## src/rtl/heater_bank_sched_if.sv

```systemverilog
// Configuration, temperature sample and status bundle between software/XADC logic and the heater sequencer.
// Status counter widths are parameters so reduced-width builds stay available; production uses the defaults.
interface heater_bank_sched_if #(
  parameter int unsigned NUM_BANKS = 8,
  parameter int unsigned PWM_BITS  = 8,
  parameter int unsigned TEMP_BITS = 12,
  parameter int unsigned ON_BITS   = 32,
  parameter int unsigned TRIP_BITS = 16
);
  logic                 cfg_enable;
  logic [3:0]           cfg_banks;
  logic [PWM_BITS-1:0]  cfg_duty;
  logic [TEMP_BITS-1:0] cfg_temp_hi;
  logic [TEMP_BITS-1:0] cfg_temp_lo;
  logic [TEMP_BITS-1:0] temp_code;
  logic                 temp_valid;
  logic [NUM_BANKS-1:0] bank_en;
  logic [1:0]           state;
  logic [3:0]           active_count;
  logic [ON_BITS-1:0]   on_cycles;
  logic [TRIP_BITS-1:0] trip_count;

  modport master (
    output cfg_enable, cfg_banks, cfg_duty, cfg_temp_hi, cfg_temp_lo, temp_code, temp_valid,
    input  bank_en, state, active_count, on_cycles, trip_count
  );

  modport slave (
    input  cfg_enable, cfg_banks, cfg_duty, cfg_temp_hi, cfg_temp_lo, temp_code, temp_valid,
    output bank_en, state, active_count, on_cycles, trip_count
  );
endinterface

```

## src/rtl/heater_bank_sched.sv

```systemverilog
// Ring-oscillator heater bank sequencer: soft-start ramp, PWM gating and
// over-temperature cutout with hysteresis, plus saturating status counters.
module heater_bank_sched #(
  parameter int unsigned NUM_BANKS   = 8,
  parameter int unsigned PWM_BITS    = 8,
  parameter int unsigned RAMP_CYCLES = 1024,
  parameter int unsigned TEMP_BITS   = 12,
  parameter int unsigned ON_BITS     = 32,
  parameter int unsigned TRIP_BITS   = 16
) (
  input  logic              Clk,
  input  logic              Reset,
  heater_bank_sched_if.slave bus
);

  localparam int unsigned TMR_BITS = (RAMP_CYCLES > 1) ? $clog2(RAMP_CYCLES) : 1;
  localparam logic [TMR_BITS-1:0] TMR_LAST  = TMR_BITS'(RAMP_CYCLES - 1);
  localparam logic [3:0]          MAX_BANKS = 4'(NUM_BANKS);

  typedef enum logic [1:0] {
    ST_IDLE = 2'd0,
    ST_RAMP = 2'd1,
    ST_RUN  = 2'd2,
    ST_COOL = 2'd3
  } state_e;

  state_e               state_q, state_d;
  logic [3:0]           active_q, active_d;
  logic [TMR_BITS-1:0]  tmr_q, tmr_d;
  logic [TRIP_BITS-1:0] trip_q, trip_d;
  logic [ON_BITS-1:0]   on_q;
  logic [PWM_BITS-1:0]  pwm_q;
  logic [NUM_BANKS-1:0] bank_en_q, bank_en_d;

  logic [3:0] banks_c;
  logic       trip_c;
  logic       rearm_c;
  logic       pwm_on_c;

  assign banks_c  = (bus.cfg_banks > MAX_BANKS) ? MAX_BANKS : bus.cfg_banks;
  assign trip_c   = bus.temp_valid && (bus.temp_code >= bus.cfg_temp_hi);
  assign rearm_c  = bus.temp_valid && (bus.temp_code <= bus.cfg_temp_lo);
  assign pwm_on_c = (bus.cfg_duty == '1) || (pwm_q < bus.cfg_duty);

  // Next state; priority is run request drop, then over-temp trip, then ramp/track.
  always_comb begin
    state_d  = state_q;
    active_d = active_q;
    tmr_d    = tmr_q;
    trip_d   = trip_q;
    if (!bus.cfg_enable) begin
      state_d  = ST_IDLE;
      active_d = '0;
      tmr_d    = '0;
    end else if ((state_q == ST_RAMP || state_q == ST_RUN) && trip_c) begin
      state_d  = ST_COOL;
      active_d = '0;
      tmr_d    = '0;
      if (trip_q != '1) trip_d = trip_q + 1'b1;
    end else begin
      case (state_q)
        ST_IDLE: begin
          active_d = '0;
          if (banks_c != 4'd0) begin
            state_d = ST_RAMP;
            tmr_d   = '0;
          end
        end
        ST_RAMP: begin
          if (banks_c <= active_q) begin
            active_d = banks_c;
            tmr_d    = '0;
            state_d  = (banks_c == 4'd0) ? ST_IDLE : ST_RUN;
          end else if (tmr_q == TMR_LAST) begin
            active_d = active_q + 4'd1;
            tmr_d    = '0;
            if (active_q + 4'd1 == banks_c) state_d = ST_RUN;
          end else begin
            tmr_d = tmr_q + 1'b1;
          end
        end
        ST_RUN: begin
          if (banks_c == 4'd0) begin
            state_d  = ST_IDLE;
            active_d = '0;
          end else if (banks_c < active_q) begin
            active_d = banks_c;
          end else if (banks_c > active_q) begin
            state_d = ST_RAMP;
            tmr_d   = '0;
          end
        end
        ST_COOL: begin
          active_d = '0;
          if (rearm_c) begin
            state_d = ST_RAMP;
            tmr_d   = '0;
          end
        end
      endcase
    end
  end

  // Gate enables follow the admitted count from the previous cycle, chopped by PWM.
  always_comb begin
    bank_en_d = '0;
    for (int unsigned k = 0; k < NUM_BANKS; k++) begin
      bank_en_d[k] = (4'(k) < active_q) && pwm_on_c && (state_q != ST_COOL);
    end
  end

  always_ff @(posedge Clk) begin
    if (Reset) begin
      state_q   <= ST_IDLE;
      active_q  <= '0;
      tmr_q     <= '0;
      trip_q    <= '0;
      on_q      <= '0;
      pwm_q     <= '0;
      bank_en_q <= '0;
    end else begin
      state_q   <= state_d;
      active_q  <= active_d;
      tmr_q     <= tmr_d;
      trip_q    <= trip_d;
      pwm_q     <= pwm_q + 1'b1;
      bank_en_q <= bank_en_d;
      if ((|bank_en_q) && (on_q != '1)) on_q <= on_q + 1'b1;
    end
  end

  assign bus.bank_en      = bank_en_q;
  assign bus.state        = 2'(state_q);
  assign bus.active_count = active_q;
  assign bus.on_cycles    = on_q;
  assign bus.trip_count   = trip_q;

endmodule

```

## src/flat_wrapper.sv

```systemverilog
// flat-port wrapper written by rule: the top's interface ports become plain ports
module heater_bank_sched_flat 
#(
  parameter int unsigned NUM_BANKS   = 8,
  parameter int unsigned PWM_BITS    = 8,
  parameter int unsigned RAMP_CYCLES = 1024,
  parameter int unsigned TEMP_BITS   = 12,
  parameter int unsigned ON_BITS     = 32,
  parameter int unsigned TRIP_BITS   = 16
)
  (Clk, Reset, bus_cfg_enable, bus_cfg_banks, bus_cfg_duty, bus_cfg_temp_hi, bus_cfg_temp_lo, bus_temp_code, bus_temp_valid, bus_bank_en, bus_state, bus_active_count, bus_on_cycles, bus_trip_count);
  heater_bank_sched_if #(.NUM_BANKS(NUM_BANKS), .PWM_BITS(PWM_BITS), .TEMP_BITS(TEMP_BITS), .ON_BITS(ON_BITS), .TRIP_BITS(TRIP_BITS)) bus_i ();
  input  logic Clk;
  input  logic Reset;
  input wire logic [$bits(bus_i.cfg_enable)-1:0] bus_cfg_enable;
  input wire logic [$bits(bus_i.cfg_banks)-1:0] bus_cfg_banks;
  input wire logic [$bits(bus_i.cfg_duty)-1:0] bus_cfg_duty;
  input wire logic [$bits(bus_i.cfg_temp_hi)-1:0] bus_cfg_temp_hi;
  input wire logic [$bits(bus_i.cfg_temp_lo)-1:0] bus_cfg_temp_lo;
  input wire logic [$bits(bus_i.temp_code)-1:0] bus_temp_code;
  input wire logic [$bits(bus_i.temp_valid)-1:0] bus_temp_valid;
  output wire logic [$bits(bus_i.bank_en)-1:0] bus_bank_en;
  output wire logic [$bits(bus_i.state)-1:0] bus_state;
  output wire logic [$bits(bus_i.active_count)-1:0] bus_active_count;
  output wire logic [$bits(bus_i.on_cycles)-1:0] bus_on_cycles;
  output wire logic [$bits(bus_i.trip_count)-1:0] bus_trip_count;
  assign bus_i.cfg_enable = bus_cfg_enable;
  assign bus_i.cfg_banks = bus_cfg_banks;
  assign bus_i.cfg_duty = bus_cfg_duty;
  assign bus_i.cfg_temp_hi = bus_cfg_temp_hi;
  assign bus_i.cfg_temp_lo = bus_cfg_temp_lo;
  assign bus_i.temp_code = bus_temp_code;
  assign bus_i.temp_valid = bus_temp_valid;
  assign bus_bank_en = bus_i.bank_en;
  assign bus_state = bus_i.state;
  assign bus_active_count = bus_i.active_count;
  assign bus_on_cycles = bus_i.on_cycles;
  assign bus_trip_count = bus_i.trip_count;
  heater_bank_sched #(.NUM_BANKS(NUM_BANKS), .PWM_BITS(PWM_BITS), .RAMP_CYCLES(RAMP_CYCLES), .TEMP_BITS(TEMP_BITS), .ON_BITS(ON_BITS), .TRIP_BITS(TRIP_BITS)) u_core (.Clk(Clk), .Reset(Reset), .bus(bus_i));
endmodule
```

## config.mk

```make
export PLATFORM = sky130hd
export DESIGN_NAME = heater_bank_sched_flat
export DESIGN_NICKNAME = d
export VERILOG_FILES = /design/src/rtl/heater_bank_sched_if.sv /design/src/rtl/heater_bank_sched.sv /design/src/flat_wrapper.sv
export SDC_FILE = /design/constraint.sdc
export NUM_CORES = 1
export LEC_CHECK = 0
export ABC_CLOCK_PERIOD_IN_PS = 3350
export CAP_MARGIN = 25
export CORE_MARGIN = 2
export CORE_UTILIZATION = 50
export DETAILED_ROUTE_END_ITERATION = 8
export PLACE_DENSITY = 0.8
export SLEW_MARGIN = 40
export SYNTH_ARGS = -nofsm -noshare
export SYNTH_HDL_FRONTEND = slang
export SYNTH_SLANG_ARGS = --single-unit
```

## constraint.sdc

```tcl
create_clock -name Clk -period 3.35 [get_ports Clk]
set_input_delay 0.5025 -clock Clk [delete_from_list [all_inputs] [get_ports Clk]]
set_output_delay 0.5025 -clock Clk [all_outputs]
set_load 0.1 [all_outputs]
```

==> flow_summary.ini, run 1 <==
[status]
status = completed

[timing]
hold_viol_final = 0
fin_crit_sh_pct = 86.6
setup_tns_ns = 0
final-setup-viol-count = 0
slew_headroom_pct = 56.6
finalCriticalPeriod_ns = 2.90
rsz0062_at_grt = no
tightest_slew_ns = 0.645
fmax_mhz = 345
skew_ns = 0.0122
drv_slew = 0

[synthesis]
avgSynthCellArea_um2 = 8.10
ys_top_cells_by_area = dfxtp_1 (34%), ha_1 (12%), nor2_1 (5.7%), xor2_1 (5.1%), xnor2_1 (4.2%)
synthCells = 590
synth_flop_cell = dfxtp_1
postSynthNetCount = 687
synthArstFlopShare_pct = 0
synth_edf_count = 0
synth_top_area_cell = dfxtp_1
synth_cell_type_count = 58
synth_sequential_area_ratio_pct = 33.5
yosysWarnings = 0
synth_top_area_share_pct = 33.5
synth_area_mm2 = 0.00478
ys_ff_latch = 80

[layout]
diodes = 0
fillCellCount = 820
final_common_cell = dfxtp_1
final_cell_mix = dfxtp_1 (80), nor2_1 (72), buf_2 (57)
drive_gt1_share_pct = 13.9
syn_to_final_growth_pct = 24.6
final_nets = 804

[floorplan]
core.rowCount = 35
chipHeight_um = 102
floorplan.die_area_mm2 = 0.0104
fp.coreArea_mm2 = 0.00924
die_x_um = 102
start_util_pct = 51.7
io_pins = 114

[global_route]
grt_overflow = 0
grt_max_degree = 57
grt_first_pass_wirelength_mm = 19.3
grt.total_usage_pct = 22.9
antenna_found_initial = 0
grt_pass1_vias = 4400

[worst_setup_path]
r2r_end = u_core.bus.trip_count[14]
critPathLaunchType = input port
r2r_slack_ns = 0.62
path_class = input port to flip-flop
reg2reg_from = u_core.bus.state[0]
required_ns = 3.59
rr_worst_depth = 9
arrival_ns = 3.14
crit_fanout = 9
critPathCaptureType = flip-flop

[pwr]
p_leak_uw = 0.00253
power_uw = 2120
p_per_area_mw_per_mm2 = 356
ir_worst_vdd_mv = 0.345

[min_path]
holdPathStages = 1
whs_endpoint = u_core.pwm_q[0]
min_path_type = flip-flop to flip-flop
min_from = u_core.pwm_q[0]

[clock_tree]
clk_pin_slew_ns = 0.09
numCtsBuffers = 9
cts_setup_buffers = 0
clock-sinks = 80
htreeDepth = 3
tritoncts = built
clock_latency_ns = 0.35
ctsResizeCount = 0
cts_root_buffer = clkbuf_8
cts.path.max_buffers = 2
hold_buffers = 0

[route]
drtIter0Drc = 194
drc = 0
dr.pass1.iters = 4
via_per_inst = 5.49
final_antenna_net_count = 0
vias = 4615
routed_wl_mm = 11.6
wire_per_inst_um = 13.8

[job]
max-cap-violations = 0

[place]
dp_hpwl_mm = 8.99
gp_congestion = 0.861
portBuffers = 113
-- per-layer routing --
layer | vias to the layer above | GRT usage, % | wire [um]
met1 | 2165 | 27.2 | 5080
met2 | 118 | 40.0 | 5700
met5 | - | 0 | 0
met3 | 17 | 5.87 | 605
met4 | 0 | 8.21 | 193
li1 | 2315 | - | -
-- worst max-delay path by stage --
stage                     slack [ns]  cells past startpoint                  end                        from
final                           0.45                      9  u_core.bus.state[0]            bus_cfg_banks[3]
after global routing            0.28                      9  u_core.bus.state[0]            bus_cfg_banks[3]
after CTS                       0.49                      9  u_core.bus.state[0]            bus_cfg_banks[3]
after detailed placement        0.11                      9  u_core.bus.state[0]            bus_cfg_banks[3]
after global placement          0.26                      9  u_core.bus.state[0]            bus_cfg_banks[3]
after floorplan                 0.13                      9  u_core.bus.state[0]  u_core.bus.active_count[3]
-- power breakdown --
part	leakage (uW)	switching, uW	internal, uW
Sequential	0.000646	19.5	969
Combinational	0.00179	288	160
Clock	0.0000952	379	300
-- state kept, by name, indices dropped and copies added (netlist names) --
register and cells:
u_core.bus.state 2, u_core.bus.active_count 4, u_core.bus.trip_count 16, u_core.bus.bank_en 8, u_core.tmr_q 10, u_core.pwm_q 8
u_core.bus.on_cycles 32
-- worst max-delay path: stages --
cell and delay, ns:
clkdlybuf4s50_1 0.53, nor2b_1 0.26, ha_1 0.29, a21oi_1 0.18, o21ai_1 0.12, and3_1 0.27
a221o_1 0.36, or3_1 0.34, o221a_2 0.28
-- cell usage after synthesis (all sizes together), types with 4 or more instances --
library cell	n
a211oi	4
a21oi	35
and2	4
and3	14
clkbuf	11
dfxtp	80
ha	45
inv	48
nand2	42
nand2b	5
nand3	40
nand3b	5
nand4	18
nor2	72
nor2b	9
nor3	13
nor4	8
o21ai	24
o22ai	5
or3	11
xnor2	23
xor2	28
-- cells by family (layout without fill, tap and decap cells) --
family | Yosys count | count (layout) | synth area share, %
XOR/XNOR | 51 | 51 | 9.35
AO/OA/AOI/OAI | 96 | 96 | 12.4
flip-flops | 80 | 80 | 33.5
AND/OR/NAND/NOR | 254 | 254 | 27.4
multiplexers | 3 | 3 | 0.681
buffers and inverters | 61 | 183 | 4.82
adder cells (fa/ha/maj) | 45 | 45 | 11.8
-- stage by stage --
stage	setup slack (ns)	std cells	instance area [um2]	hold slack, ns	util, %
after floorplan	0.126	590	4780	0.405	-
after global placement	0.255	825	6050	0.425	65.4
after detailed placement	0.111	825	5770	0.436	62.4
after CTS	0.488	841	5950	0.460	64.4
after global routing	0.276	841	5950	0.505	64.4
final	0.448	841	5950	0.448	64.4
-- area by class of cell --
type | count | area [um2] | share of cell area [%]
multi-input combinational | 449 | 2950 | 49.5
sequential | 80 | 1600 | 26.9
timing repair buffer | 119 | 876 | 14.7
inverter | 48 | 180 | 3.03
tap | 129 | 161 | 2.71
clock buffer | 10 | 138 | 2.31
clock inverter | 6 | 50.0 | 0.841
Power figures use the tool's default switching activity.
==> inputs of run 2 (changes only) <==
- ABC_CLOCK_PERIOD_IN_PS: 3350 -> 2900
- SLEW_MARGIN: 40 -> 20
- clock period: 3.35 -> 2.9 ns (I/O delays scaled with it)
==> flow_summary.ini, run 2 (synthesis results as in run 1) <==
[route]
dr.pass1.iters = 5
routed_wl_mm = 11.6
via_per_inst = 5.51
vias = 4693
wire_per_inst_um = 13.7
drc = 0
final_antenna_net_count = 0
drtIter0Drc = 234

[layout]
final_common_cell = buf_4
largest_reg_flops = 32
fin_area_mm2 = 0.00625
stdcell_count = 852
final_cell_mix = buf_4 (80), dfxtp_1 (74), nor2_1 (72)
drive_gt1_share_pct = 16.3
final_nets = 816
diodes = 0
syn_to_final_growth_pct = 30.7
fillCellCount = 761

[pwr]
pwr-share-comb_pct = 20.2
seq_power_share_pct = 42.9
p_per_area_mw_per_mm2 = 428
p_clk_share_pct = 36.9
p_leak_uw = 0.00261
switchingPower_uw = 771
sw_frac_of_total_pct = 28.8
intPower_uw = 1900
ir_worst_vdd_mv = 0.334

[worst_setup_path]
path_class = flip-flop to flip-flop
crit_fanout = 5
critPathCaptureType = flip-flop
critPathLaunchType = flip-flop
arrival_ns = 2.88
required_ns = 3.13

[place]
dpl_cell_area_mm2 = 0.00600
portBuffers = 113
gp_congestion = 0.842
place_inst = 837
dp_hpwl_mm = 8.91

[clock_tree]
tritoncts = built
clock_latency_ns = 0.34
numCtsBuffers = 9
clk_pin_slew_ns = 0.09
cts_root_buffer = clkbuf_8
htreeDepth = 3
clock-sinks = 80
cts.path.max_buffers = 2

[timing]
final-setup-viol-count = 0
tightest_slew_ns = 0.637
skew_ns = 0.0187
fin_crit_sh_pct = 91.7
slew_headroom_pct = 57.1
drv_slew = 0
fmax_mhz = 376
finalCriticalPeriod_ns = 2.66
rsz0062_at_grt = no
setup_tns_ns = 0
hold_viol_final = 0

[global_route]
grt.total_usage_pct = 22.6
antenna_found_initial = 0
grt_first_pass_wirelength_mm = 19.3
grt_overflow = 0
grt_max_degree = 51
grt_pass1_vias = 4406

[floorplan]
floorplan.die_area_mm2 = 0.0104
core.rowCount = 35
fp.coreArea_mm2 = 0.00924
chipHeight_um = 102
die_x_um = 102
io_pins = 114
start_util_pct = 51.7

[job]
max-cap-violations = 0

[status]
status = completed

[min_path]
min_path_type = input port to flip-flop
## run 2: worst max-delay path: stages (launching register included)
cell and delay (ns):
dfxtp_2 0.39, inv_1 0.07, ha_1 0.35, nand2_1 0.12, nor4_1 0.25, or4b_1 0.48, o211a_1 0.21, nor4b_1 0.45
xnor2_1 0.17, nor2_1 0.05
## run 2: what timing repair did
item | 4_1_cts | 5_1_grt
setup buffers | 0 | 0
hold buffers | 0 | 0
endpoints found under the setup margin | 0 | 3
resized for setup | 0 | 3
## run 2: power groups by stage
stage | Clock (uW) | Sequential, uW | Combinational (uW)
after detailed placement | 0 | 1170 | 534
after global placement | 0 | 1170 | 522
after global routing | 1040 | 1150 | 590
final | 986 | 1150 | 541
after floorplan | 0 | 1300 | 217
after CTS | 1000 | 1150 | 537
## run 2: through the flow
step	hold WS [ns]	util [%]	total power (uW)	setup slack (ns)
floorplan	0.405	-	1510	0.00775
global placement	0.425	65.0	1690	-0.00415
detailed placement	0.450	65.0	1710	-0.140
CTS	0.373	67.6	2680	0.195
global route	0.374	67.6	2780	0.0556
finish	0.385	67.6	2670	0.242
## run 2: layer usage
metal / vias up / GRT usage, % / part of all wire, %
met5: - / 0 / 0
met4: 0 / 4.78 / 1.2
met3: 24 / 4.35 / 4.8
met2: 144 / 40.6 / 50
met1: 2197 / 28.0 / 44
li1: 2328 / - / -
## run 2: layout make-up
class	count	area, um2	area share [%]
clock buffers	9	124	1.98
clock inverters	6	115	1.84
inverters	48	180	2.88
multi-input cells	449	2950	47.2
flip-flops and latches	80	1610	25.8
well taps	129	161	2.58
repair buffers	131	1110	17.7
## run 2: path summary, 6_finish.rpt
kind	start	end	slack, ns	cells after the start
max	u_core.bus.state[0]	u_core.bus.trip_count[10]	0.24	9
min	Reset	u_core.pwm_q[3]	0.38	2
min reg2reg	u_core.pwm_q[0]	u_core.pwm_q[0]	0.46	1
max reg2reg	u_core.bus.state[0]	u_core.bus.trip_count[10]	0.24	9
==> inputs of run 3 (changes only) <==
- SLEW_MARGIN: 20 -> not set
==> results of run 3 <==
The final DEF is identical to that of run 2; final timing and power are the same.
